**config.mk**
```make
export PLATFORM = sky130hd
export DESIGN_NAME = apb_uart_ctrl_flat
export DESIGN_NICKNAME = d
export VERILOG_FILES = /design/src/rtl/uart_apb_pkg.sv /design/src/rtl/apb_uart_ctrl_if.sv /design/src/rtl/uart_sync_fifo.sv /design/src/rtl/apb_uart_ctrl.sv /design/src/flat_wrapper.sv
export SDC_FILE = /design/constraint.sdc
export NUM_CORES = 1
export LEC_CHECK = 0
export ABC_AREA = 1
export CORE_MARGIN = 2
export CORE_UTILIZATION = 50
export DETAILED_ROUTE_END_ITERATION = 12
export DONT_BUFFER_PORTS = 1
export PLACE_DENSITY_LB_ADDON = 0.05
export SKIP_CTS_REPAIR_TIMING = 1
export SYNTH_ARGS = -nofsm -noshare
export SYNTH_HDL_FRONTEND = slang
export SYNTH_SLANG_ARGS = --single-unit
```
**constraint.sdc**
```tcl
create_clock -name PCLK -period 4.9 [get_ports PCLK]
set_clock_uncertainty 0.2 [all_clocks]
set_input_delay 1.47 -clock PCLK [delete_from_list [all_inputs] [get_ports PCLK]]
set_output_delay 1.47 -clock PCLK [all_outputs]
set_load 0.02 [all_outputs]
```
**src/rtl/uart_apb_pkg.sv**
```systemverilog
// rtl/uart_apb_pkg.sv - register offsets, bit indices and CTRL layout for the APB UART block
package uart_apb_pkg;

    localparam logic [4:0] OFF_CTRL     = 5'h00;
    localparam logic [4:0] OFF_STATUS   = 5'h04;
    localparam logic [4:0] OFF_TXDATA   = 5'h08;
    localparam logic [4:0] OFF_RXDATA   = 5'h0C;
    localparam logic [4:0] OFF_BAUDDIV  = 5'h10;
    localparam logic [4:0] OFF_IRQ_EN   = 5'h14;
    localparam logic [4:0] OFF_IRQ_STAT = 5'h18;
    localparam logic [4:0] OFF_UNMAPPED = 5'h1C;

    localparam int ST_TX_FULL    = 0;
    localparam int ST_TX_EMPTY   = 1;
    localparam int ST_RX_FULL    = 2;
    localparam int ST_RX_EMPTY   = 3;
    localparam int ST_RX_OVERRUN = 4;
    localparam int ST_RX_COUNT   = 8;
    localparam int ST_TX_COUNT   = 16;

    localparam int IRQ_RX_AVAIL  = 0;
    localparam int IRQ_TX_EMPTY  = 1;
    localparam int IRQ_OVERRUN   = 2;

    typedef struct packed {
        logic rx_flush;
        logic tx_flush;
        logic rx_en;
        logic tx_en;
    } ctrl_t;

endpackage

```
**src/rtl/apb_uart_ctrl_if.sv**
```systemverilog
// rtl/apb_uart_ctrl_if.sv - APB3 bus bundle for the UART register block
interface apb_uart_ctrl_if #(
    parameter int ADDR_W = 32
);
    logic [ADDR_W-1:0] PADDR;
    logic              PWRITE;
    logic              PSEL;
    logic              PENABLE;
    logic [31:0]       PWDATA;
    logic [31:0]       PRDATA;
    logic              PREADY;
    logic              PSLVERR;

    modport master (
        output PADDR, PWRITE, PSEL, PENABLE, PWDATA,
        input  PRDATA, PREADY, PSLVERR
    );

    modport slave (
        input  PADDR, PWRITE, PSEL, PENABLE, PWDATA,
        output PRDATA, PREADY, PSLVERR
    );
endinterface

```
**src/rtl/uart_sync_fifo.sv**
```systemverilog
// rtl/uart_sync_fifo.sv - synchronous FIFO with extra-MSB pointers and flush
module uart_sync_fifo #(
    parameter  int DATA_W = 8,
    parameter  int DEPTH  = 16,
    localparam int AW     = $clog2(DEPTH),
    localparam int CW     = AW + 1
) (
    input  logic              clk,
    input  logic              rst_n,
    input  logic              push,
    input  logic              pop,
    input  logic              flush,
    input  logic [DATA_W-1:0] din,
    output logic [DATA_W-1:0] dout,
    output logic              full,
    output logic              empty,
    output logic [CW-1:0]     count
);

    logic [DATA_W-1:0] mem [DEPTH];
    logic [CW-1:0]     wr_ptr;
    logic [CW-1:0]     rd_ptr;
    logic              do_push;
    logic              do_pop;

    assign empty = (wr_ptr == rd_ptr);
    assign full  = (wr_ptr[AW] != rd_ptr[AW]) && (wr_ptr[AW-1:0] == rd_ptr[AW-1:0]);
    assign count = wr_ptr - rd_ptr;
    assign dout  = mem[rd_ptr[AW-1:0]];

    // A pop frees the slot, so a full FIFO may accept a same-cycle push.
    assign do_pop  = pop & ~empty;
    assign do_push = push & (~full | do_pop);

    always_ff @(posedge clk or negedge rst_n) begin
        if (!rst_n) begin
            wr_ptr <= '0;
            rd_ptr <= '0;
        end else if (flush) begin
            wr_ptr <= '0;
            rd_ptr <= '0;
        end else begin
            if (do_push) wr_ptr <= wr_ptr + CW'(1);
            if (do_pop)  rd_ptr <= rd_ptr + CW'(1);
        end
    end

    always_ff @(posedge clk) begin
        if (do_push && !flush) mem[wr_ptr[AW-1:0]] <= din;
    end

endmodule

```
**src/rtl/apb_uart_ctrl.sv**
```systemverilog
// rtl/apb_uart_ctrl.sv - APB3 register block with TX/RX FIFOs, baud divisor and interrupt
module apb_uart_ctrl
    import uart_apb_pkg::*;
#(
    parameter int          DATA_W     = 8,
    parameter int          FIFO_DEPTH = 16,
    parameter logic [15:0] BAUD_RST   = 16'd868,
    parameter int          ADDR_W     = 32
) (
    input  logic                 PCLK,
    input  logic                 PRESETn,
    apb_uart_ctrl_if.slave       apb,
    output logic [DATA_W-1:0]    tx_data,
    output logic                 tx_valid,
    input  logic                 tx_ready,
    input  logic [DATA_W-1:0]    rx_data,
    input  logic                 rx_valid,
    output logic [15:0]          baud_div,
    output logic                 irq
);

    localparam int CW = $clog2(FIFO_DEPTH) + 1;

    ctrl_t       ctrl_q;
    ctrl_t       ctrl_wdata;
    logic [15:0] baud_q;
    logic [2:0]  irq_en_q;
    logic        overrun_q;
    logic        irq_q;

    logic        access, wr, rd;
    logic [4:0]  reg_off;
    logic        tx_push, tx_pop, tx_flush, tx_full, tx_empty;
    logic        rx_push, rx_pop, rx_flush, rx_full, rx_empty;
    logic        overrun_set, overrun_clr;
    logic [CW-1:0]     tx_count, rx_count;
    logic [DATA_W-1:0] rx_dout;
    logic [2:0]  irq_stat;
    logic [31:0] status;
    logic [31:0] prdata;
    logic        unused_apb;

    // Reset also masks the bus so PRDATA/PSLVERR read 0 while PRESETn is low.
    assign access  = apb.PSEL & apb.PENABLE & PRESETn;
    assign wr      = access & apb.PWRITE;
    assign rd      = access & ~apb.PWRITE;
    assign reg_off = {apb.PADDR[4:2], 2'b00};
    assign ctrl_wdata = ctrl_t'(apb.PWDATA[3:0]);

    assign tx_flush = wr && (reg_off == OFF_CTRL) && ctrl_wdata.tx_flush;
    assign rx_flush = wr && (reg_off == OFF_CTRL) && ctrl_wdata.rx_flush;
    assign tx_push  = wr && (reg_off == OFF_TXDATA) && !tx_full;
    assign tx_pop   = tx_valid & tx_ready;
    assign rx_push  = rx_valid & ctrl_q.rx_en & ~rx_full;
    assign rx_pop   = rd && (reg_off == OFF_RXDATA) && !rx_empty;

    assign overrun_set = rx_valid & ctrl_q.rx_en & rx_full;
    assign overrun_clr = wr && (reg_off == OFF_IRQ_STAT) && apb.PWDATA[IRQ_OVERRUN];

    uart_sync_fifo #(.DATA_W(DATA_W), .DEPTH(FIFO_DEPTH)) u_tx_fifo (
        .clk   (PCLK),
        .rst_n (PRESETn),
        .push  (tx_push),
        .pop   (tx_pop),
        .flush (tx_flush),
        .din   (apb.PWDATA[DATA_W-1:0]),
        .dout  (tx_data),
        .full  (tx_full),
        .empty (tx_empty),
        .count (tx_count)
    );

    uart_sync_fifo #(.DATA_W(DATA_W), .DEPTH(FIFO_DEPTH)) u_rx_fifo (
        .clk   (PCLK),
        .rst_n (PRESETn),
        .push  (rx_push),
        .pop   (rx_pop),
        .flush (rx_flush),
        .din   (rx_data),
        .dout  (rx_dout),
        .full  (rx_full),
        .empty (rx_empty),
        .count (rx_count)
    );

    assign tx_valid = ctrl_q.tx_en & ~tx_empty;
    assign irq_stat = {overrun_q, tx_empty, ~rx_empty};

    always_ff @(posedge PCLK or negedge PRESETn) begin
        if (!PRESETn) begin
            ctrl_q    <= '0;
            baud_q    <= BAUD_RST;
            irq_en_q  <= '0;
            overrun_q <= 1'b0;
            irq_q     <= 1'b0;
        end else begin
            if (wr && reg_off == OFF_CTRL) begin
                ctrl_q.tx_en <= ctrl_wdata.tx_en;
                ctrl_q.rx_en <= ctrl_wdata.rx_en;
            end
            if (wr && reg_off == OFF_BAUDDIV) baud_q   <= apb.PWDATA[15:0];
            if (wr && reg_off == OFF_IRQ_EN)  irq_en_q <= apb.PWDATA[2:0];
            if (overrun_set)      overrun_q <= 1'b1;
            else if (overrun_clr) overrun_q <= 1'b0;
            irq_q <= |(irq_stat & irq_en_q);
        end
    end

    always_comb begin
        status = '0;
        status[ST_TX_FULL]         = tx_full;
        status[ST_TX_EMPTY]        = tx_empty;
        status[ST_RX_FULL]         = rx_full;
        status[ST_RX_EMPTY]        = rx_empty;
        status[ST_RX_OVERRUN]      = overrun_q;
        status[ST_RX_COUNT +: CW]  = rx_count;
        status[ST_TX_COUNT +: CW]  = tx_count;
    end

    always_comb begin
        prdata = '0;
        if (rd) begin
            case (reg_off)
                OFF_CTRL:     prdata[1:0] = {ctrl_q.rx_en, ctrl_q.tx_en};
                OFF_STATUS:   prdata = status;
                OFF_RXDATA:   if (!rx_empty) prdata[DATA_W-1:0] = rx_dout;
                OFF_BAUDDIV:  prdata[15:0] = baud_q;
                OFF_IRQ_EN:   prdata[2:0] = irq_en_q;
                OFF_IRQ_STAT: prdata[2:0] = irq_stat;
                default:      prdata = '0;
            endcase
        end
    end

    assign apb.PRDATA  = prdata;
    assign apb.PREADY  = 1'b1;
    assign apb.PSLVERR = (wr && reg_off == OFF_TXDATA && tx_full)
                       | (rd && reg_off == OFF_RXDATA && rx_empty)
                       | (access && reg_off == OFF_UNMAPPED);

    assign baud_div = baud_q;
    assign irq      = irq_q;

    assign unused_apb = ^{apb.PADDR[ADDR_W-1:5], apb.PADDR[1:0], apb.PWDATA[31:16]};

endmodule

```
**src/flat_wrapper.sv**
```systemverilog
// flat-port wrapper written by rule: the top's interface ports become plain ports
module apb_uart_ctrl_flat import uart_apb_pkg::*;
#(
    parameter int          DATA_W     = 8,
    parameter int          FIFO_DEPTH = 16,
    parameter logic [15:0] BAUD_RST   = 16'd868,
    parameter int          ADDR_W     = 32
)
  (PCLK, PRESETn, tx_data, tx_valid, tx_ready, rx_data, rx_valid, baud_div, irq, apb_PADDR, apb_PWRITE, apb_PSEL, apb_PENABLE, apb_PWDATA, apb_PRDATA, apb_PREADY, apb_PSLVERR);
  apb_uart_ctrl_if #(.ADDR_W(ADDR_W)) apb_i ();
  input  logic PCLK;
  input  logic PRESETn;
  output logic [DATA_W-1:0] tx_data;
  output logic tx_valid;
  input  logic tx_ready;
  input  logic [DATA_W-1:0] rx_data;
  input  logic rx_valid;
  output logic [15:0] baud_div;
  output logic irq;
  input wire logic [$bits(apb_i.PADDR)-1:0] apb_PADDR;
  input wire logic [$bits(apb_i.PWRITE)-1:0] apb_PWRITE;
  input wire logic [$bits(apb_i.PSEL)-1:0] apb_PSEL;
  input wire logic [$bits(apb_i.PENABLE)-1:0] apb_PENABLE;
  input wire logic [$bits(apb_i.PWDATA)-1:0] apb_PWDATA;
  output wire logic [$bits(apb_i.PRDATA)-1:0] apb_PRDATA;
  output wire logic [$bits(apb_i.PREADY)-1:0] apb_PREADY;
  output wire logic [$bits(apb_i.PSLVERR)-1:0] apb_PSLVERR;
  assign apb_i.PADDR = apb_PADDR;
  assign apb_i.PWRITE = apb_PWRITE;
  assign apb_i.PSEL = apb_PSEL;
  assign apb_i.PENABLE = apb_PENABLE;
  assign apb_i.PWDATA = apb_PWDATA;
  assign apb_PRDATA = apb_i.PRDATA;
  assign apb_PREADY = apb_i.PREADY;
  assign apb_PSLVERR = apb_i.PSLVERR;
  apb_uart_ctrl #(.DATA_W(DATA_W), .FIFO_DEPTH(FIFO_DEPTH), .BAUD_RST(BAUD_RST), .ADDR_W(ADDR_W)) u_core (.PCLK(PCLK), .PRESETn(PRESETn), .apb(apb_i), .tx_data(tx_data), .tx_valid(tx_valid), .tx_ready(tx_ready), .rx_data(rx_data), .rx_valid(rx_valid), .baud_div(baud_div), .irq(irq));
endmodule
```
* Yosys cells after proc, flatten, opt, wreduce, memory -nomap -nowiden *
Memories as Yosys holds them, arrays and structs flattened.
Index checks and enable logic that the tools add are counted.

cells by class
  add/subtract/negate cells = 6
  div/mod/pow operators = 0
  mux-type cells = 21
  $mul = 0
  shift-type cells = 0
  reduce and logical (&&, ||, !) cells = 29
  equal/unequal tests = 13
  magnitude comparators = 0
  bitwise gates (word level) = 23

operators by type and width
  operator                                                               count
  5-bit two-way mux                                                      9
  32-bit two-way mux                                                     1
  5-bit by 1-bit adder with 5-bit output, second input constant          4
  1-bit logical AND                                                      18
  8-bit one-hot mux with 2 select lines                                  1
  5-bit one-hot mux with 3 select lines                                  1
  1-bit bitwise AND                                                      13
  3-bit equality test, second input constant                             4
  2-bit one-hot mux with 6 select lines                                  1
  5-bit equality test                                                    2
  2-bit nonzero test                                                     5
  5-bit subtractor                                                       2
  4-bit equality test                                                    2
  8-bit two-way mux                                                      1
  3-bit by 2-bit equality test with 1-bit output, second input constant  2
  1-bit two-way mux                                                      6
  5-bit logical NOT                                                      1
  1-bit NOT                                                              5
  1-bit one-hot mux with 5 select lines                                  1
  1-bit logical NOT                                                      4
  1-bit bitwise OR                                                       4
  3-bit bitwise AND                                                      1
  3-bit by 1-bit equality test with 1-bit output, second input constant  1
  3-bit OR reduction                                                     1
  1-bit inequality test                                                  2

storage, ports and cells
  output and inout port bits = 60
  ROM bits = 0
  bits in writable memories = 256
  memories kept = 2
  bits of input ports = 79
  word-level logic and storage cells = 104
  register bits after elaboration = 43
  latch bits = 0

memory list
  name                  words  bits a word  read ports  clocked after Yosys merged registers in  write ports  RTL line              RTL
  u_core.u_rx_fifo.mem  16     8            1           0                                        1            uart_sync_fifo.sv:20  logic [DATA_W-1:0] mem [DEPTH];
  u_core.u_tx_fifo.mem  16     8            1           0                                        1            uart_sync_fifo.sv:20

* Logic depth before layout (Yosys ltp) *
  depth in word-level cells = 11
  gate-level depth with buffers = 12
  mapped depth without buffers = 11

* Hierarchy *
From an unflattened synthesis, not the netlist that was laid out.

unflattened totals
  cell total of the unflattened synthesis = 1633
  area, all modules = 14829.2 sq um

modules (own cells, without submodules)
  module                             sequential area each (sq um)  instances  cells an instance  area each (sq um)
  uart_sync_fifo (u_core.u_tx_fifo)  4093.9                        1          693                6546.3
  uart_sync_fifo (u_core.u_rx_fifo)  4093.9                        1          693                6542.5
  apb_uart_ctrl                      581.8                         1          247                1740.4

* Worst setup path before layout *
OpenSTA, ideal clock, no wires.

  path type = in2out
  start = input PRESETn
  end = output apb_PRDATA[12]
  path slack = 0.526 ns
  buffers on the path = 0
  required time = 3.230 ns
  stages = 6
  arrival time = 2.704 ns
  cells stage by stage = nand3_2 nor2_1 nand2_1 inv_1 o21ai_0 o21ai_0

on the way
  cells in the longest elaborated chain, start to end = 3

RTL lines
  item                RTL line              RTL
  start, declared     flat_wrapper.sv:12    input logic PRESETn;
  1-bit bitwise AND   apb_uart_ctrl.sv:44   assign access = apb.PSEL & apb.PENABLE & PRESETn;
  1-bit bitwise AND   apb_uart_ctrl.sv:46   assign rd = access & ~apb.PWRITE;
  32-bit two-way mux  apb_uart_ctrl.sv:122  if (rd) begin
  end, declared       flat_wrapper.sv:25    output wire logic [$bits(apb_i.PRDATA)-1:0] apb_PRDATA;

Every way passes these cells.

* Worst setup path in the final report *
  start = register u_core.u_rx_fifo.rd_ptr[2]
  end = output apb_PRDATA[2]

on the way
  cells in the longest elaborated chain, start to end = 4
  elaborated cells on any way between the ends = 7
  those cells by class = eq/ne: 2; mux: 3; reduce/logical: 1; memory: 1

RTL lines
  item                                                           RTL line                                    RTL
  start, declared                                                uart_sync_fifo.sv:22                        logic [CW-1:0] rd_ptr;
  start signal, assigned                                         uart_sync_fifo.sv:44                        if (do_pop) rd_ptr <= rd_ptr + CW'(1);
  memory 16 x 8 bit (tied with other cells)                      n/a
  8-bit two-way mux / 1-bit logical AND (equally long branches)  apb_uart_ctrl.sv:126, uart_sync_fifo.sv:27
  1-bit one-hot mux with 5 select lines *                        apb_uart_ctrl.sv:123                        case (reg_off)
  32-bit two-way mux *                                           apb_uart_ctrl.sv:122

Every way passes the cells marked *; elsewhere a longest branch is shown, timed or not.

==> impl_results.md <==
- Flop2flop setup slack: 1.50 ns
- Max incr delay on CP: 0.53 ns
- Avg WL per Cell: 19.15 um
- Initial Util: 50.53%
- Starting DRT DRC Count: 568
- Nets: 1319
- Clock network power share: 31.2%
- Die span in x: 165.8 um
- I/O pins: 139
- Share of Yosys cell area claimed by the top area cell type: 58.72%
- Final setup fails: 0
- Placer Congestion: 0.7997
- Critical path fanouts, max: 9
- Via/cell ratio: 5.412
- Cell seen most often among critical-path stages: nor2_1
- Number of global-route vias before repair: 8287
- Leakage: 0.005420 uW
- # Max-Cap Violations: 0
- Via count: 8545
- Setup TNS: 0 ns
- Worst slew pin tran: 0.9901 ns
- Initial DRT Pass Iterations: 5
- GR Overflow Total: 0
- FMAX: 219.7 MHz
- Slowest cell on crit path: dfrtp_1
- Layout cell share with drive strength beyond 1: 9.244%
- Layout Utilization: 55.87%
- Gate power share: 27.3%
- TritonCTS clock tree: done
- Core footprint: 25910 um^2
- Die Area: 27500 um^2
- FP Rows: 59
- Final number of hold-violating endpoints: 0
- Post-synth top area cell: edfxtp_1
- Status: complete, no violations
- Largest net degree at the start of global routing: 51
- Finished Cell Area: 14480 um^2
- Final Cycle Share: 92.89%
- Dpl cell area: 13480 um^2
- Crit Path Class: reg -> out
- Synth warn: 0
- FF+latch count, synth: 299
- Cell Int Power: 4799 uW
- Final antenna-violating net count: 0
- Final wirelength: 30250 um
- Htree depth: 2
- Global-route wire length before repair: 47370 um
- Clock buffer count from CTS: 34
- Top-count cell post-synth: nand2_1
- Seq pwr share: 41.5%
- Worst-path clk slew: 0.06 ns
- Die height: 165.8 um
- CP delay by family, top: simple AND/OR/NAND/NOR gates
- Clk sinks: 299
- Initial antenna violation count: 0
- CP cell instances: inv_1, ha_1, nand2_1, nor2_2, inv_1, nor2_4, nor2_4, nand2_1, nor2_1, nor2_1, nor2_1, buf_4
- Worst Setup End Kind: output port
- All-Layer GR Usage: 22.17%
- Unrepaired setup endpoints after global routing: false
- Mapped Avg Cell Area: 10.88 um^2
- Synth cell types: 41
- Post-route DRC: 0
- Switching share of power: 34.29%
- VDD IR max: 0.3315 mV
- PD cells: 504.4 nW/um^2
- P&R area growth vs syn: 10.58%
- Worst Hold Class: reg -> reg
- Worst Path Buf+Inv: 3
- Placed wire-length estimate: 19430 um
- Worst-Skew Late Latency: 0.51 ns
- Synth top cells by count: nand2_1 (265), edfxtp_1 (256), nor2_1 (187)
- Worst EP arrival: 2.88 ns
- Switching power total: 2504 uW
- Slew margin rel.: 33.75%
- Slew Limit Fails: 0
- Area of the mapped netlist: 13090 um^2
- Top cells by area, synth: edfxtp_1 (59%), nand2_1 (7.6%), dfrtp_1 (7.3%)
- Port bufs: 0
- Minimum clock period: 4.552 ns
- Max clock buf depth: 3
- Root Buffer: clkbuf_16
- Required time of the critical path: 3.23 ns
- Synth Instances: 1203
- Primary FF master, synth: edfxtp_1
- Worst setup SP type: register
- Antenna diode count: 0
- Hold WS: 0.3023 ns
- Async set or reset register ratio after synthesis: 14.38%
- EDFF count, synth: 256
- Seq/Total Area, Yosys: 66.98%
==> layout make-up <==
| class | count | area [um^2] |
|---|---|---|
| Timing Repair Buffer | 30 | 225.2 |
| Fill cell | 2217 | 11430 |
| Clock inverter | 15 | 73.82 |
| Multi-Input combinational cell | 794 | 3835 |
| Sequential cell | 299 | 8772 |
| Clock buffer | 45 | 923.4 |
| Tap cell | 335 | 419.2 |
| Inverter | 61 | 229.0 |
==> kinds of logic (layout without fill, tap and decap cells) <==
logic type / Yosys count / after routing / synth area share, %
flip-flops: 299 / 299 / 66.98
buffers and inverters: 120 / 151 / 4.014
AO/OA/AOI/OAI: 181 / 181 / 7.674
AND/OR/NAND/NOR: 560 / 560 / 17.61
multiplexers: 9 / 9 / 0.7741
adder cells (fa/ha/maj): 20 / 20 / 2.026
XOR/XNOR: 12 / 12 / 0.8602
other: 2 / 12 / 0.05736
==> placed cells by master (no fill, tap or decap), types with 8 or more instances in the layout <==
master,netlist,routed
dfrtp_1,38,36
o21ai_0,116,116
clkinv_1,1,10
xor2_1,8,8
edfxtp_1,256,256
mux2_2,9,9
inv_1,53,52
buf_4,14,30
nand3_1,82,82
nor2_1,187,187
clkbuf_16,0,35
nand2_1,265,265
a21oi_1,16,16
o22ai_1,19,19
conb_1,2,12
clkbuf_1,26,9
inv_2,7,8
o211ai_1,20,20
ha_1,18,18
==> flip-flops by register name (all words and copies together), names as in the netlist, 2 cells and up <==
name / cells
u_core.u_rx_fifo.rd_ptr: 5
u_core.u_rx_fifo.wr_ptr: 5
u_core.u_tx_fifo.wr_ptr: 5
u_core.u_tx_fifo.rd_ptr: 5
u_core.irq_en_q: 3
u_core.u_rx_fifo.mem: 128
u_core.baud_div: 16
u_core.ctrl_q: 2
u_core.u_tx_fifo.mem: 128
==> routing by layer <==
layer / track usage, % / wire [um] / up-vias
met2: 39.27 / 15620 / 177
met5: 0 / 0 / -
met3: 2.693 / 1127 / 49
met1: 28.40 / 12600 / 4154
met4: 7.486 / 895 / 0
li1: - / - / 4165
==> per-stage QoR <==
stage                     total power (uW)  worst slack (ns)  std cells
final                                 7303            0.3483       1579
after global routing                  7743            0.1181       1579
after CTS                             7377            0.3103       1579
after detailed placement              5095            0.4240       1519
after global placement                5073            0.4371       1519
after floorplan                       4551            0.5256       1213
==> worst reg2reg max path, delay by kind of cell (launching register included) <==
kind	cells	cell delay, ns
adder cells (fa/ha/maj)	1	0.38
flip-flops	1	0.37
buffers and inverters	1	0.54
AND/OR/NAND/NOR	5	1.55
==> final timing paths <==
kind,start,cells past startpoint,end
worst max-delay path,u_core.u_rx_fifo.rd_ptr[2],12,apb_PRDATA[2]
worst min-delay path,u_core.irq_en_q[0],2,u_core.irq_en_q[0]
worst max register to register,u_core.u_tx_fifo.rd_ptr[1],7,u_core.u_tx_fifo.mem[10][7]
worst min register to register,u_core.irq_en_q[0],2,u_core.irq_en_q[0]
max in group asynchronous,PRESETn,0,u_core.baud_div[5]
min in group asynchronous,PRESETn,0,u_core.baud_div[13]
==> power groups by stage <==
| stage | Clock [uW] | Sequential [uW] | Combinational (uW) |
|---|---|---|---|
| 2_1_floorplan | 0 | 3020 | 1530 |
| 3_3_place_gp | 0 | 3080 | 2000 |
| 3_5_place_dp | 0 | 3080 | 2020 |
| 4_1_cts | 2320 | 3030 | 2030 |
| 5_1_grt | 2420 | 3050 | 2280 |
| 6_report | 2280 | 3030 | 1990 |
Power figures use the tool's default switching activity.
